**src/rtl/spi_slave_reg_ctrl_if.sv**
```systemverilog
// Signal bundle between the SPI command sequencer and its pins, register file and memory-read bridge.
interface spi_slave_reg_ctrl_if;
  logic        cs_n;
  logic        sdi;
  logic        sdo;
  logic        sdo_oe;
  logic [1:0]  reg_wr_addr;
  logic [7:0]  reg_wr_data;
  logic        reg_wr_valid;
  logic [1:0]  reg_rd_addr;
  logic [7:0]  reg_rd_data;
  logic [7:0]  dummy_cycles;
  logic [15:0] wrap_length;
  logic        mem_rd_req;
  logic [31:0] mem_addr;
  logic [31:0] mem_rd_data;
  logic        mem_rd_valid;
  logic        underrun;

  modport slave (
    input  cs_n, sdi, reg_rd_data, dummy_cycles, wrap_length, mem_rd_data, mem_rd_valid,
    output sdo, sdo_oe, reg_wr_addr, reg_wr_data, reg_wr_valid, reg_rd_addr,
           mem_rd_req, mem_addr, underrun
  );

  modport master (
    output cs_n, sdi, reg_rd_data, dummy_cycles, wrap_length, mem_rd_data, mem_rd_valid,
    input  sdo, sdo_oe, reg_wr_addr, reg_wr_data, reg_wr_valid, reg_rd_addr,
           mem_rd_req, mem_addr, underrun
  );
endinterface

```
**src/rtl/spi_slave_reg_ctrl.sv**
```systemverilog
// SPI slave command sequencer: register write/read commands and the 0x0B streamed memory read
// with a configurable dummy phase and address wrap window.
module spi_slave_reg_ctrl (
  input  logic sclk,
  input  logic rst,
  spi_slave_reg_ctrl_if.slave bus
);
  typedef enum logic [2:0] {
    CMD, REG_WDATA, REG_TURN, REG_RDATA, ADDR, DUMMY, MEM_DATA, IGNORE
  } state_t;

  state_t      state_reg;
  logic [4:0]  bit_cnt_reg;
  logic [31:0] rx_reg;
  logic [31:0] tx_reg;
  logic [1:0]  wr_idx_reg;
  logic [31:0] start_addr_reg;
  logic [15:0] word_cnt_reg;
  logic [7:0]  dummy_cnt_reg;
  logic [31:0] hold_data_reg;
  logic        hold_valid_reg;
  logic        sdo_reg;
  logic        sdo_oe_reg;
  logic        reg_wr_valid_reg;
  logic [1:0]  reg_wr_addr_reg;
  logic [7:0]  reg_wr_data_reg;
  logic [1:0]  reg_rd_addr_reg;
  logic        mem_rd_req_reg;
  logic [31:0] mem_addr_reg;
  logic        underrun_reg;

  logic [31:0] rx_next;
  logic [7:0]  cmd;
  logic        load_edge;
  logic        load_valid;
  logic [31:0] load_word;
  logic        wrap_hit;

  assign rx_next   = {rx_reg[30:0], bus.sdi};
  assign cmd       = rx_next[7:0];
  assign load_edge = (state_reg == MEM_DATA) && (bit_cnt_reg == 5'd0);
  // Data arriving on the load edge itself is still in time for that word.
  assign load_valid = hold_valid_reg | bus.mem_rd_valid;
  assign load_word  = bus.mem_rd_valid ? bus.mem_rd_data :
                      (hold_valid_reg ? hold_data_reg : 32'h0);
  assign wrap_hit   = (bus.wrap_length != 16'h0) && ((word_cnt_reg + 16'd1) == bus.wrap_length);

  always_ff @(posedge sclk) begin
    reg_wr_valid_reg <= 1'b0;
    mem_rd_req_reg   <= 1'b0;
    underrun_reg     <= 1'b0;
    if (rst) begin
      state_reg       <= CMD;
      bit_cnt_reg     <= 5'd0;
      rx_reg          <= 32'h0;
      tx_reg          <= 32'h0;
      wr_idx_reg      <= 2'd0;
      start_addr_reg  <= 32'h0;
      word_cnt_reg    <= 16'h0;
      dummy_cnt_reg   <= 8'h0;
      hold_data_reg   <= 32'h0;
      hold_valid_reg  <= 1'b0;
      sdo_reg         <= 1'b0;
      sdo_oe_reg      <= 1'b0;
      reg_wr_addr_reg <= 2'd0;
      reg_wr_data_reg <= 8'h0;
      reg_rd_addr_reg <= 2'd0;
      mem_addr_reg    <= 32'h0;
    end else if (bus.cs_n) begin
      state_reg      <= CMD;
      bit_cnt_reg    <= 5'd0;
      sdo_reg        <= 1'b0;
      sdo_oe_reg     <= 1'b0;
      hold_valid_reg <= 1'b0;
    end else begin
      if (bus.mem_rd_valid) begin
        hold_data_reg  <= bus.mem_rd_data;
        hold_valid_reg <= 1'b1;
      end
      case (state_reg)
        CMD: begin
          rx_reg      <= rx_next;
          bit_cnt_reg <= bit_cnt_reg + 5'd1;
          if (bit_cnt_reg == 5'd7) begin
            bit_cnt_reg <= 5'd0;
            if (cmd[7:6] == 2'b00 && cmd[3:0] == 4'h1) begin
              wr_idx_reg <= cmd[5:4];
              state_reg  <= REG_WDATA;
            end else if (cmd[7:6] == 2'b00 && cmd[3:0] == 4'h5) begin
              reg_rd_addr_reg <= cmd[5:4];
              state_reg       <= REG_TURN;
            end else if (cmd == 8'h0B) begin
              state_reg <= ADDR;
            end else begin
              state_reg <= IGNORE;
            end
          end
        end
        REG_WDATA: begin
          rx_reg      <= rx_next;
          bit_cnt_reg <= bit_cnt_reg + 5'd1;
          if (bit_cnt_reg == 5'd7) begin
            reg_wr_valid_reg <= 1'b1;
            reg_wr_addr_reg  <= wr_idx_reg;
            reg_wr_data_reg  <= cmd;
            state_reg        <= IGNORE;
          end
        end
        REG_TURN: begin
          sdo_reg     <= bus.reg_rd_data[7];
          tx_reg      <= {bus.reg_rd_data[6:0], 25'h0};
          sdo_oe_reg  <= 1'b1;
          bit_cnt_reg <= 5'd0;
          state_reg   <= REG_RDATA;
        end
        REG_RDATA: begin
          if (bit_cnt_reg == 5'd7) begin
            sdo_reg    <= 1'b0;
            sdo_oe_reg <= 1'b0;
            state_reg  <= IGNORE;
          end else begin
            sdo_reg     <= tx_reg[31];
            tx_reg      <= {tx_reg[30:0], 1'b0};
            bit_cnt_reg <= bit_cnt_reg + 5'd1;
          end
        end
        ADDR: begin
          rx_reg      <= rx_next;
          bit_cnt_reg <= bit_cnt_reg + 5'd1;
          if (bit_cnt_reg == 5'd31) begin
            start_addr_reg <= rx_next;
            mem_addr_reg   <= rx_next;
            mem_rd_req_reg <= 1'b1;
            word_cnt_reg   <= 16'h0;
            dummy_cnt_reg  <= bus.dummy_cycles;
            state_reg      <= (bus.dummy_cycles == 8'h0) ? MEM_DATA : DUMMY;
          end
        end
        DUMMY: begin
          dummy_cnt_reg <= dummy_cnt_reg - 8'd1;
          if (dummy_cnt_reg == 8'd1)
            state_reg <= MEM_DATA;
        end
        MEM_DATA: begin
          // Five-bit counter wraps 31 -> 0, so every 32nd edge is a load edge.
          bit_cnt_reg <= bit_cnt_reg + 5'd1;
          if (load_edge) begin
            sdo_reg        <= load_word[31];
            tx_reg         <= {load_word[30:0], 1'b0};
            sdo_oe_reg     <= 1'b1;
            underrun_reg   <= ~load_valid;
            hold_valid_reg <= 1'b0;
            mem_rd_req_reg <= 1'b1;
            if (wrap_hit) begin
              mem_addr_reg <= start_addr_reg;
              word_cnt_reg <= 16'h0;
            end else begin
              mem_addr_reg <= mem_addr_reg + 32'd4;
              word_cnt_reg <= word_cnt_reg + 16'd1;
            end
          end else begin
            sdo_reg <= tx_reg[31];
            tx_reg  <= {tx_reg[30:0], 1'b0};
          end
        end
        IGNORE: begin
          sdo_reg    <= 1'b0;
          sdo_oe_reg <= 1'b0;
        end
        default: state_reg <= CMD;
      endcase
    end
  end

  assign bus.sdo          = sdo_reg;
  assign bus.sdo_oe       = sdo_oe_reg;
  assign bus.reg_wr_valid = reg_wr_valid_reg;
  assign bus.reg_wr_addr  = reg_wr_addr_reg;
  assign bus.reg_wr_data  = reg_wr_data_reg;
  assign bus.reg_rd_addr  = reg_rd_addr_reg;
  assign bus.mem_rd_req   = mem_rd_req_reg;
  assign bus.mem_addr     = mem_addr_reg;
  assign bus.underrun     = underrun_reg;
endmodule

```
**src/flat_wrapper.sv**
```systemverilog
// flat-port wrapper written by rule: the top's interface ports become plain ports
module spi_slave_reg_ctrl_flat 
  (sclk, rst, bus_cs_n, bus_sdi, bus_reg_rd_data, bus_dummy_cycles, bus_wrap_length, bus_mem_rd_data, bus_mem_rd_valid, bus_sdo, bus_sdo_oe, bus_reg_wr_addr, bus_reg_wr_data, bus_reg_wr_valid, bus_reg_rd_addr, bus_mem_rd_req, bus_mem_addr, bus_underrun);
  spi_slave_reg_ctrl_if bus_i ();
  input  logic sclk;
  input  logic rst;
  input wire logic [$bits(bus_i.cs_n)-1:0] bus_cs_n;
  input wire logic [$bits(bus_i.sdi)-1:0] bus_sdi;
  input wire logic [$bits(bus_i.reg_rd_data)-1:0] bus_reg_rd_data;
  input wire logic [$bits(bus_i.dummy_cycles)-1:0] bus_dummy_cycles;
  input wire logic [$bits(bus_i.wrap_length)-1:0] bus_wrap_length;
  input wire logic [$bits(bus_i.mem_rd_data)-1:0] bus_mem_rd_data;
  input wire logic [$bits(bus_i.mem_rd_valid)-1:0] bus_mem_rd_valid;
  output wire logic [$bits(bus_i.sdo)-1:0] bus_sdo;
  output wire logic [$bits(bus_i.sdo_oe)-1:0] bus_sdo_oe;
  output wire logic [$bits(bus_i.reg_wr_addr)-1:0] bus_reg_wr_addr;
  output wire logic [$bits(bus_i.reg_wr_data)-1:0] bus_reg_wr_data;
  output wire logic [$bits(bus_i.reg_wr_valid)-1:0] bus_reg_wr_valid;
  output wire logic [$bits(bus_i.reg_rd_addr)-1:0] bus_reg_rd_addr;
  output wire logic [$bits(bus_i.mem_rd_req)-1:0] bus_mem_rd_req;
  output wire logic [$bits(bus_i.mem_addr)-1:0] bus_mem_addr;
  output wire logic [$bits(bus_i.underrun)-1:0] bus_underrun;
  assign bus_i.cs_n = bus_cs_n;
  assign bus_i.sdi = bus_sdi;
  assign bus_i.reg_rd_data = bus_reg_rd_data;
  assign bus_i.dummy_cycles = bus_dummy_cycles;
  assign bus_i.wrap_length = bus_wrap_length;
  assign bus_i.mem_rd_data = bus_mem_rd_data;
  assign bus_i.mem_rd_valid = bus_mem_rd_valid;
  assign bus_sdo = bus_i.sdo;
  assign bus_sdo_oe = bus_i.sdo_oe;
  assign bus_reg_wr_addr = bus_i.reg_wr_addr;
  assign bus_reg_wr_data = bus_i.reg_wr_data;
  assign bus_reg_wr_valid = bus_i.reg_wr_valid;
  assign bus_reg_rd_addr = bus_i.reg_rd_addr;
  assign bus_mem_rd_req = bus_i.mem_rd_req;
  assign bus_mem_addr = bus_i.mem_addr;
  assign bus_underrun = bus_i.underrun;
  spi_slave_reg_ctrl u_core (.sclk(sclk), .rst(rst), .bus(bus_i));
endmodule
```
**config.mk**
```make
export PLATFORM = sky130hd
export DESIGN_NAME = spi_slave_reg_ctrl_flat
export DESIGN_NICKNAME = d
export VERILOG_FILES = /design/src/rtl/spi_slave_reg_ctrl_if.sv /design/src/rtl/spi_slave_reg_ctrl.sv /design/src/flat_wrapper.sv
export SDC_FILE = /design/constraint.sdc
export NUM_CORES = 1
export LEC_CHECK = 0
export BUFFER_PORTS_ARGS = -buffer_cell sky130_fd_sc_hd__buf_2
export CELL_PAD_IN_SITES_DETAIL_PLACEMENT = 1
export CELL_PAD_IN_SITES_GLOBAL_PLACEMENT = 2
export CORE_UTILIZATION = 35
export DETAILED_ROUTE_END_ITERATION = 10
export PLACE_DENSITY_LB_ADDON = 0.1
export SLEW_MARGIN = 0
export SYNTH_ARGS = -nofsm -noshare
export SYNTH_HDL_FRONTEND = slang
export SYNTH_SLANG_ARGS = --single-unit
```
**constraint.sdc**
```tcl
create_clock -name sclk -period 3.48 [get_ports sclk]
set_input_delay 0.174 -clock sclk [delete_from_list [all_inputs] [get_ports sclk]]
set_output_delay 0.174 -clock sclk [all_outputs]
set_load 0.02 [all_outputs]
```
* After elaboration in Yosys (flattened, before gate mapping)
Cells that the tools add are included.
W data, S select, Z words.
** Storage, ports and cells
- Bits in registers :: 211
- Latch bits :: 0
- Memory bits (writable) :: 0
- Memory bits (read-only) :: 0
- Output and inout bits :: 49
- Memories :: 0
** Operators by class
- $add $sub $neg :: 4
- $mul :: 0
- Divide/modulo/power cells :: 0
- Magnitude comparators :: 0
- Eq/ne operators :: 21
- Shift-type cells :: 0
- Mux-type cells :: 40
- Bitwise logic cells :: 7
- Reduce and logical (&&, ||, !) cells :: 33
** Operators with widths (count)
- $mux W32 :: 7
- $pmux W32 S3 :: 1
- $pmux W32 S2 :: 1
- $mux W16 :: 3
- $add A32 B3 Y32 const B :: 1
- $pmux W16 S2 :: 1
- $pmux W5 S4 :: 1
- $mux W3 :: 6
- $add A16 B1 Y16 const B :: 1
- $eq A16 B16 Y1 :: 1
- $pmux W8 S2 :: 1
- $reduce_bool A16 Y1 :: 1
- $pmux W3 S5 :: 1
- $reduce_and A3 Y1 :: 5
- $eq A3 B3 Y1 const B :: 4
- $ne A2 B1 Y1 const B :: 6
- $mux W1 :: 10
- $mux W5 :: 2
- $reduce_and A5 Y1 :: 2
- $reduce_or A3 Y1 :: 3
- $eq A8 B1 Y1 const B :: 1
- $eq A8 B4 Y1 const B :: 1
- $logic_not A8 Y1 :: 1
- $mux W8 :: 1
- other kinds (26) :: 43

* Depth between registers and ports, before layout
Gate-level depths: netlist of run 1.
- Word-level depth :: 6
- Gate-level depth with buffers :: 12
- Mapped depth without buffers :: 9

* Worst setup path before layout of run 1
No wires, ideal clock.
- Kind :: register to register
- Start point :: register u_core.word_cnt_reg[0]
- End point :: register u_core.mem_addr_reg[16] (netlist: u_core.bus.mem_addr[16])
- Library setup time :: 122 ps
- Data arrival time :: 2642 ps
- Slack :: 715 ps
- Cell stages (with the launch flop) :: 13
- Buffers on the path :: 4
- Clock period less this slack :: 2765 ps
- Path through :: dfxtp_1 > ha_1 > buf_2 > nand3_1 > buf_2 > or3_1 > a22oi_1 > o211ai_1 > or4_1 > buf_4 > buf_6 > nand3_2 > a31oi_1
** On the way
- Word-level cells in the longest chain between the ends :: 6
** Ends and longest elaborated chain
- start: declaration :: RTL line spi_slave_reg_ctrl.sv:18 : logic [15:0] word_cnt_reg;
- start signal: assignment :: RTL line spi_slave_reg_ctrl.sv:159 : word_cnt_reg <= word_cnt_reg + 16'd1;
- $add A16 B1 Y16 :: RTL line spi_slave_reg_ctrl.sv:46 : assign wrap_hit = (bus.wrap_length != 16'h0) && ((word_cnt_reg + 16'd1) == bus.wrap_length);
- $eq A16 B16 Y1 :: RTL line spi_slave_reg_ctrl.sv:46
- $logic_and A1 B1 Y1 :: RTL line spi_slave_reg_ctrl.sv:46
- $mux W32 :: RTL line spi_slave_reg_ctrl.sv:154 : if (wrap_hit) begin
- $mux W32 :: RTL line spi_slave_reg_ctrl.sv:147 : if (load_edge) begin
- $pmux W32 S2 :: RTL line spi_slave_reg_ctrl.sv:80 : case (state_reg)
- end signal: assignment :: RTL line spi_slave_reg_ctrl.sv:132 : mem_addr_reg <= rx_next;
- end signal: assignment :: RTL line spi_slave_reg_ctrl.sv:155 : mem_addr_reg <= start_addr_reg;
- end signal: assignment :: RTL line spi_slave_reg_ctrl.sv:158 : mem_addr_reg <= mem_addr_reg + 32'd4;
- end: declaration :: RTL line spi_slave_reg_ctrl.sv:29 : logic [31:0] mem_addr_reg;
Every way passes these cells. The select of a mux whose other input is x is not followed.
A chain may end at the register's enable or synchronous reset.

* Worst setup path in the final report of run 1
- Start point :: register u_core.word_cnt_reg[1]
- End point :: register u_core.mem_addr_reg[3] (netlist: u_core.bus.mem_addr[3])
The elaborated chain is that of the path after synthesis.

==> flow_summary.yaml, run 1 <==
run_status:
  status: "completed"
clock_tree:
  numCtsBuffers: 26
  max-clock-path-buffers: 3
  cts_tree: "built"
  post_cts_buffers: 0
  clk_pin_slew_ns: 0.06
  clock_sinks: 210
  htree_levels: 1
  clk_latency_ns: 0.54
  root_buffer: "clkbuf_16"
placed_design:
  gp_congestion: 0.7893
  place_area_sq_mm: 0.01138
  io_buffers: 117
  post-place-cells: 1745
  dp_hpwl_um: 20790
timing:
  period_share: 0.9204
  worst_slew_pin_slew_ns: 1.088
  rsz0062_at_grt: "no"
  max-slew-margin-rel: 0.2728
  fmax_ghz: 0.3122
  finalCriticalPeriod_ns: 3.203
  skew_ns: 0.01693
  slew_viol_final: 0
  setup_violations: 0
  hold_viol_final: 0
  fin_tns_setup_ns: 0
critical_path:
  start_kind: "register"
  end_kind: "register"
  worstSetupPathType: "register to register"
  rr_worst_depth: 10
  crit_arrival_ns: 3.64
  cp_max_fo: 27
  required_ns: 3.92
cells_and_area:
  syn2layout_area_growth_pct: 19.53
  num_antenna_cells: 0
  fillCellCount: 3634
  final_cell_area_sq_mm: 0.01260
  drive_gt1_frac: 0.1847
  seq_area_sq_mm: 0.004205
  nets: 1493
  layoutNonFillerInstCount: 1825
  multi_input_area_sq_mm: 0.005828
global_routing:
  grt_pass1_wl_um: 53900
  grt_pass1_vias: 10271
  antenna_found_initial: 0
  track_usage: 0.2114
  grt_max_degree: 95
  overflow: 0
synthesis:
  synth_cells: 1327
  synth_commonest_cells: "233 x nand2_1, 210 x dfxtp_1, 155 x a21oi_1"
  synth_fp_nets: 1403
  synth_edf_count: 0
  synthDistinctLibCells: 64
  synth_most_common_cell: "nand2_1"
  syn_area_per_cell_sq_um: 7.945
  synthFlopType: "dfxtp_1"
  synth_area_leader_cell: "dfxtp_1"
  synth.area.top_cells: "dfxtp_1 40%, nand2_1 8.3%, a21oi_1 7.4%, mux2_2 3.6%, nand3_1 3.4%"
  syn_area_sq_mm: 0.01054
  async_flop_share: 0
  synth_top_area_share: 0.3988
  ys_warn_count: 0
  synth_seq_area_share: 0.3988
  ys_ff_latch: 210
detailed_routing:
  met1_length_um: 15690
  wl_um: 32450
  vias: 9891
  drt-vias-per-instance: 5.420
  met2_wirelength_um: 14830
  firstDrtPassIters: 6
  post_drt_wl_per_cell_um: 17.78
  routed-wl-met3_um: 1445
  drc_errors: 0
  topRoutingLayerUsed: "met4"
  ant_nets: 0
  drtIter0Drc: 514
pwr:
  p_leak_nw: 4.509
  ir_worst_vdd_uv: 313.8
  power.density_mw_per_mm2: 433.6
  total_power_mw: 5.465
worst_hold_path:
  hp-class: "primary input to register"
  hold_depth: 2
floorplanning:
  fp.dieH_um: 175.6
  dieArea_sq_mm: 0.03082
  rows: 63
  core_sq_mm: 0.02964
  die_w_um: 175.6
  io_pins: 118
  initial_core_util: 0.3557
run:
  drv_cap: 0
## timing repair
action | in CTS | in global routing
hold buffers | 34 | 0
hold endpoints to repair | 36 | 0
gates resized for setup | 0 | 2
setup endpoints to repair | 0 | 8
## cell type report
type / count / area share
Clock buffer: 39 / 0.06185
Clock inverter: 7 / 0.007844
Inverter: 14 / 0.004170
Multi-Input combinational cell: 990 / 0.4625
Sequential cell: 210 / 0.3337
Tap cell: 390 / 0.03872
Timing Repair Buffer: 175 / 0.09124
## per-stage QoR
step | hold WS [ns] | setup WS (ns) | util
2_1_floorplan | 0.3100 | 0.7152 | -
3_3_place_gp | 0.4192 | 0.3108 | 0.3840
3_5_place_dp | 0.4241 | 0.1734 | 0.3840
4_1_cts | 0.001250 | 0.1499 | 0.4251
5_1_grt | 0.01863 | 0.03478 | 0.4252
6_report | 0.01890 | 0.2770 | 0.4252
## power by group
part / switching (mW) / total [mW] / internal [mW]
sequential: 0.0120 / 2.44 / 2.42
clock: 1.07 / 2.75 / 1.69
combinational: 0.155 / 0.276 / 0.121
total: 1.23 / 5.46 / 4.23
## logic make-up (layout without fill, tap and decap cells)
logic type,count (synthesis),count (layout),synth area share
mux,51,51,0.05258
simple gates,531,531,0.2422
buf+inv,127,235,0.05186
compound gates,347,347,0.2014
flops,210,210,0.3988
fa+ha+maj,7,7,0.008307
xor+xnor,54,54,0.04486
## worst paths after layout
kind                            end                   start  slack, ns
min reg2reg     u_core.bus.underrun   u_core.hold_valid_reg       0.43
min                u_core.rx_reg[3]                     rst       0.02
max reg2reg  u_core.bus.mem_addr[3]  u_core.word_cnt_reg[1]       0.28
max          u_core.bus.mem_addr[3]  u_core.word_cnt_reg[1]       0.28
## worst max-delay path, cell delays in order (launching register included)
cell      delay [ns]
dfxtp_1         0.42
ha_2            0.32
nand3_1         0.20
buf_4           0.24
or2_2           0.33
o21ai_0         0.17
nand3b_1        0.18
nor4_4          0.43
buf_12          0.24
mux2_2          0.36
o31ai_1         0.21
## placed cells by master (no fill, tap or decap), types with 29 or more instances in the layout
cell / n
nand2_1: 232
dfxtp_1: 209
a21oi_1: 155
buf_2: 116
nor2_1: 95
nand3_1: 72
o21ai_0: 43
a211oi_1: 41
xnor2_1: 36
mux2_2: 34
dlygate4sd3_1: 34
a31oi_1: 29
## layer usage
layer,vias up,track usage
li1,4897,-
met4,0,0.04746
met2,170,0.3530
met5,-,0
met1,4791,0.2879
met3,33,0.02944
(Power assumes the default switching activity.)
==> inputs of run 2 (changes only) <==
--- a/config.mk
+++ b/config.mk
@@ -10,7 +10,7 @@
 export CELL_PAD_IN_SITES_GLOBAL_PLACEMENT = 2
 export CORE_UTILIZATION = 35
 export DETAILED_ROUTE_END_ITERATION = 10
-export PLACE_DENSITY_LB_ADDON = 0.1
+export PLACE_DENSITY = 0.85
 export SLEW_MARGIN = 0
 export SYNTH_ARGS = -nofsm -noshare
 export SYNTH_HDL_FRONTEND = slang
==> flow_summary.yaml, run 2 (synthesis gave the netlist of run 1 again) <==
floorplanning:
  io_pins: 118
  core_sq_mm: 0.02964
  dieArea_sq_mm: 0.03082
  rows: 63
  initial_core_util: 0.3557
  fp.dieH_um: 175.6
  die_w_um: 175.6
clock_tree:
  cts_resized: 0
  clk_latency_ns: 0.52
  numCtsBuffers: 27
  post_cts_buffers: 0
  hold_buffers: 34
  max-clock-path-buffers: 3
  clk_pin_slew_ns: 0.06
  htree_levels: 1
  clock_sinks: 210
  root_buffer: "clkbuf_16"
  cts_tree: "built"
detailed_routing:
  ant_nets: 0
  wl_um: 31540
  drc_errors: 0
  vias: 9877
  post_drt_wl_per_cell_um: 17.23
  drtIter0Drc: 623
  drt-vias-per-instance: 5.394
  firstDrtPassIters: 7
critical_path:
  cp_cell_sequence: "nand4_2 > or3_1 > xnor2_1 > nand3_1 > nor4_4 > buf_4 > mux2_1 > a21oi_1"
  critPathTopFamily: "simple AND/OR/NAND/NOR gates"
  crit_slowest_cell: "or3_1"
  worstSetupPathType: "register to register"
  required_ns: 3.93
  worstReg2RegEnd: "u_core.bus.mem_addr[28]"
  max_stage_delay_ns: 0.55
  rr_worst_depth: 8
  start_kind: "register"
  r2r_start: "u_core.word_cnt_reg[5]"
  cp_num_buf_inv: 1
  crit_arrival_ns: 3.58
  ff2ff_setup_slack_ns: 0.35
  end_kind: "register"
  cp_max_fo: 17
global_routing:
  grt_pass1_vias: 10251
  grt_pass1_wl_um: 52500
  overflow: 0
  antenna_found_initial: 0
  track_usage: 0.2050
  grt_max_degree: 93
timing:
  max-slew-margin-rel: 0.3299
  skew_ns: 0.008549
  fin_ws_ns: 0.3526
  fmax_ghz: 0.3198
  finalCriticalPeriod_ns: 3.127
  worst_slew_pin_slew_ns: 1.005
  setup_violations: 0
  rsz0062_at_grt: "no"
  slew_viol_final: 0
  fin_tns_setup_ns: 0
  hold_viol_final: 0
  period_share: 0.8987
pwr:
  ir_worst_vdd_uv: 282.5
  total_power_mw: 5.500
  p_leak_nw: 4.528
  power.density_mw_per_mm2: 436.3
placed_design:
  pre_cts_ws_ns: 0.3877
  dp_hpwl_um: 19960
  gp_congestion: 0.8317
  io_buffers: 117
worst_hold_path:
  hp-class: "primary input to register"
  min_to: "u_core.bus.reg_wr_data[0]"
  hold_depth: 2
  min_from: "rst"
cells_and_area:
  syn2layout_area_growth_pct: 19.56
  multi_input_area_sq_mm: 0.005823
  layout_commonest_cell: "nand2_1"
  final_cell_mix: "232 x nand2_1, 210 x dfxtp_1, 155 x a21oi_1, 116 x buf_2, 95 x nor2_1"
  nets: 1498
  drive_gt1_frac: 0.1874
  seq_area_sq_mm: 0.004204
  fillCellCount: 3598
  num_antenna_cells: 0
run:
  drv_cap: 0
run_status:
  status: "completed"
run 2: cell types whose count changed in the layout (fill, tap and decap cells not counted), sizes merged:
cell | before | now
buf | 141 | 145
clkbuf | 39 | 36
clkinv | 5 | 8
clkinvlp | 1 | 2
inv | 13 | 14
run 2: metal layers:
layer  routed length [um]  share of wire  vias to the layer above  GRT usage
met5                    0              0                        -          0
met4                  500          0.016                        0    0.04529
met3                 1299          0.041                       37    0.03030
met2                15260           0.48                      147     0.3654
met1                14480           0.46                     4771     0.2594
li1                     -              -                     4922          -
run 2: layout make-up:
type / count / area share
timing repair buffer: 179 / 0.09063
inverter: 14 / 0.004169
multi-input combinational: 990 / 0.4620
tap: 390 / 0.03871
sequential: 210 / 0.3335
clock buffer: 36 / 0.06105
clock inverter: 12 / 0.009927
run 2: worst max path at each step:
stage | startpoint | endpoint | slack (ns) | depth (start not counted)
after global placement | u_core.word_cnt_reg[0] | u_core.bus.mem_addr[28] | 0.47 | 10
after CTS | u_core.word_cnt_reg[5] | u_core.bus.mem_addr[28] | 0.36 | 8
after detailed placement | u_core.word_cnt_reg[5] | u_core.bus.mem_addr[28] | 0.39 | 8
final | u_core.word_cnt_reg[5] | u_core.bus.mem_addr[28] | 0.35 | 8
after floorplan | u_core.word_cnt_reg[0] | u_core.bus.mem_addr[16] | 0.72 | 12
after global routing | u_core.word_cnt_reg[0] | u_core.bus.mem_addr[28] | 0.08 | 10
run 2: stage by stage:
stage               hold WS (ns)  cell area [sq um]    util  instances
CTS                      0.01513              12600  0.4253       1831
global route             0.03798              12600  0.4253       1831
global placement          0.4230              11370  0.3836       1749
detailed placement        0.4286              11370  0.3836       1749
floorplan                 0.3100              10540       -       1327
finish                   0.02011              12600  0.4253       1831
run 2: report_power, final:
part | internal, mW | switching (mW) | total, mW
combinational | 0.122 | 0.156 | 0.277
clock | 1.70 | 1.09 | 2.79
sequential | 2.42 | 0.0124 | 2.44
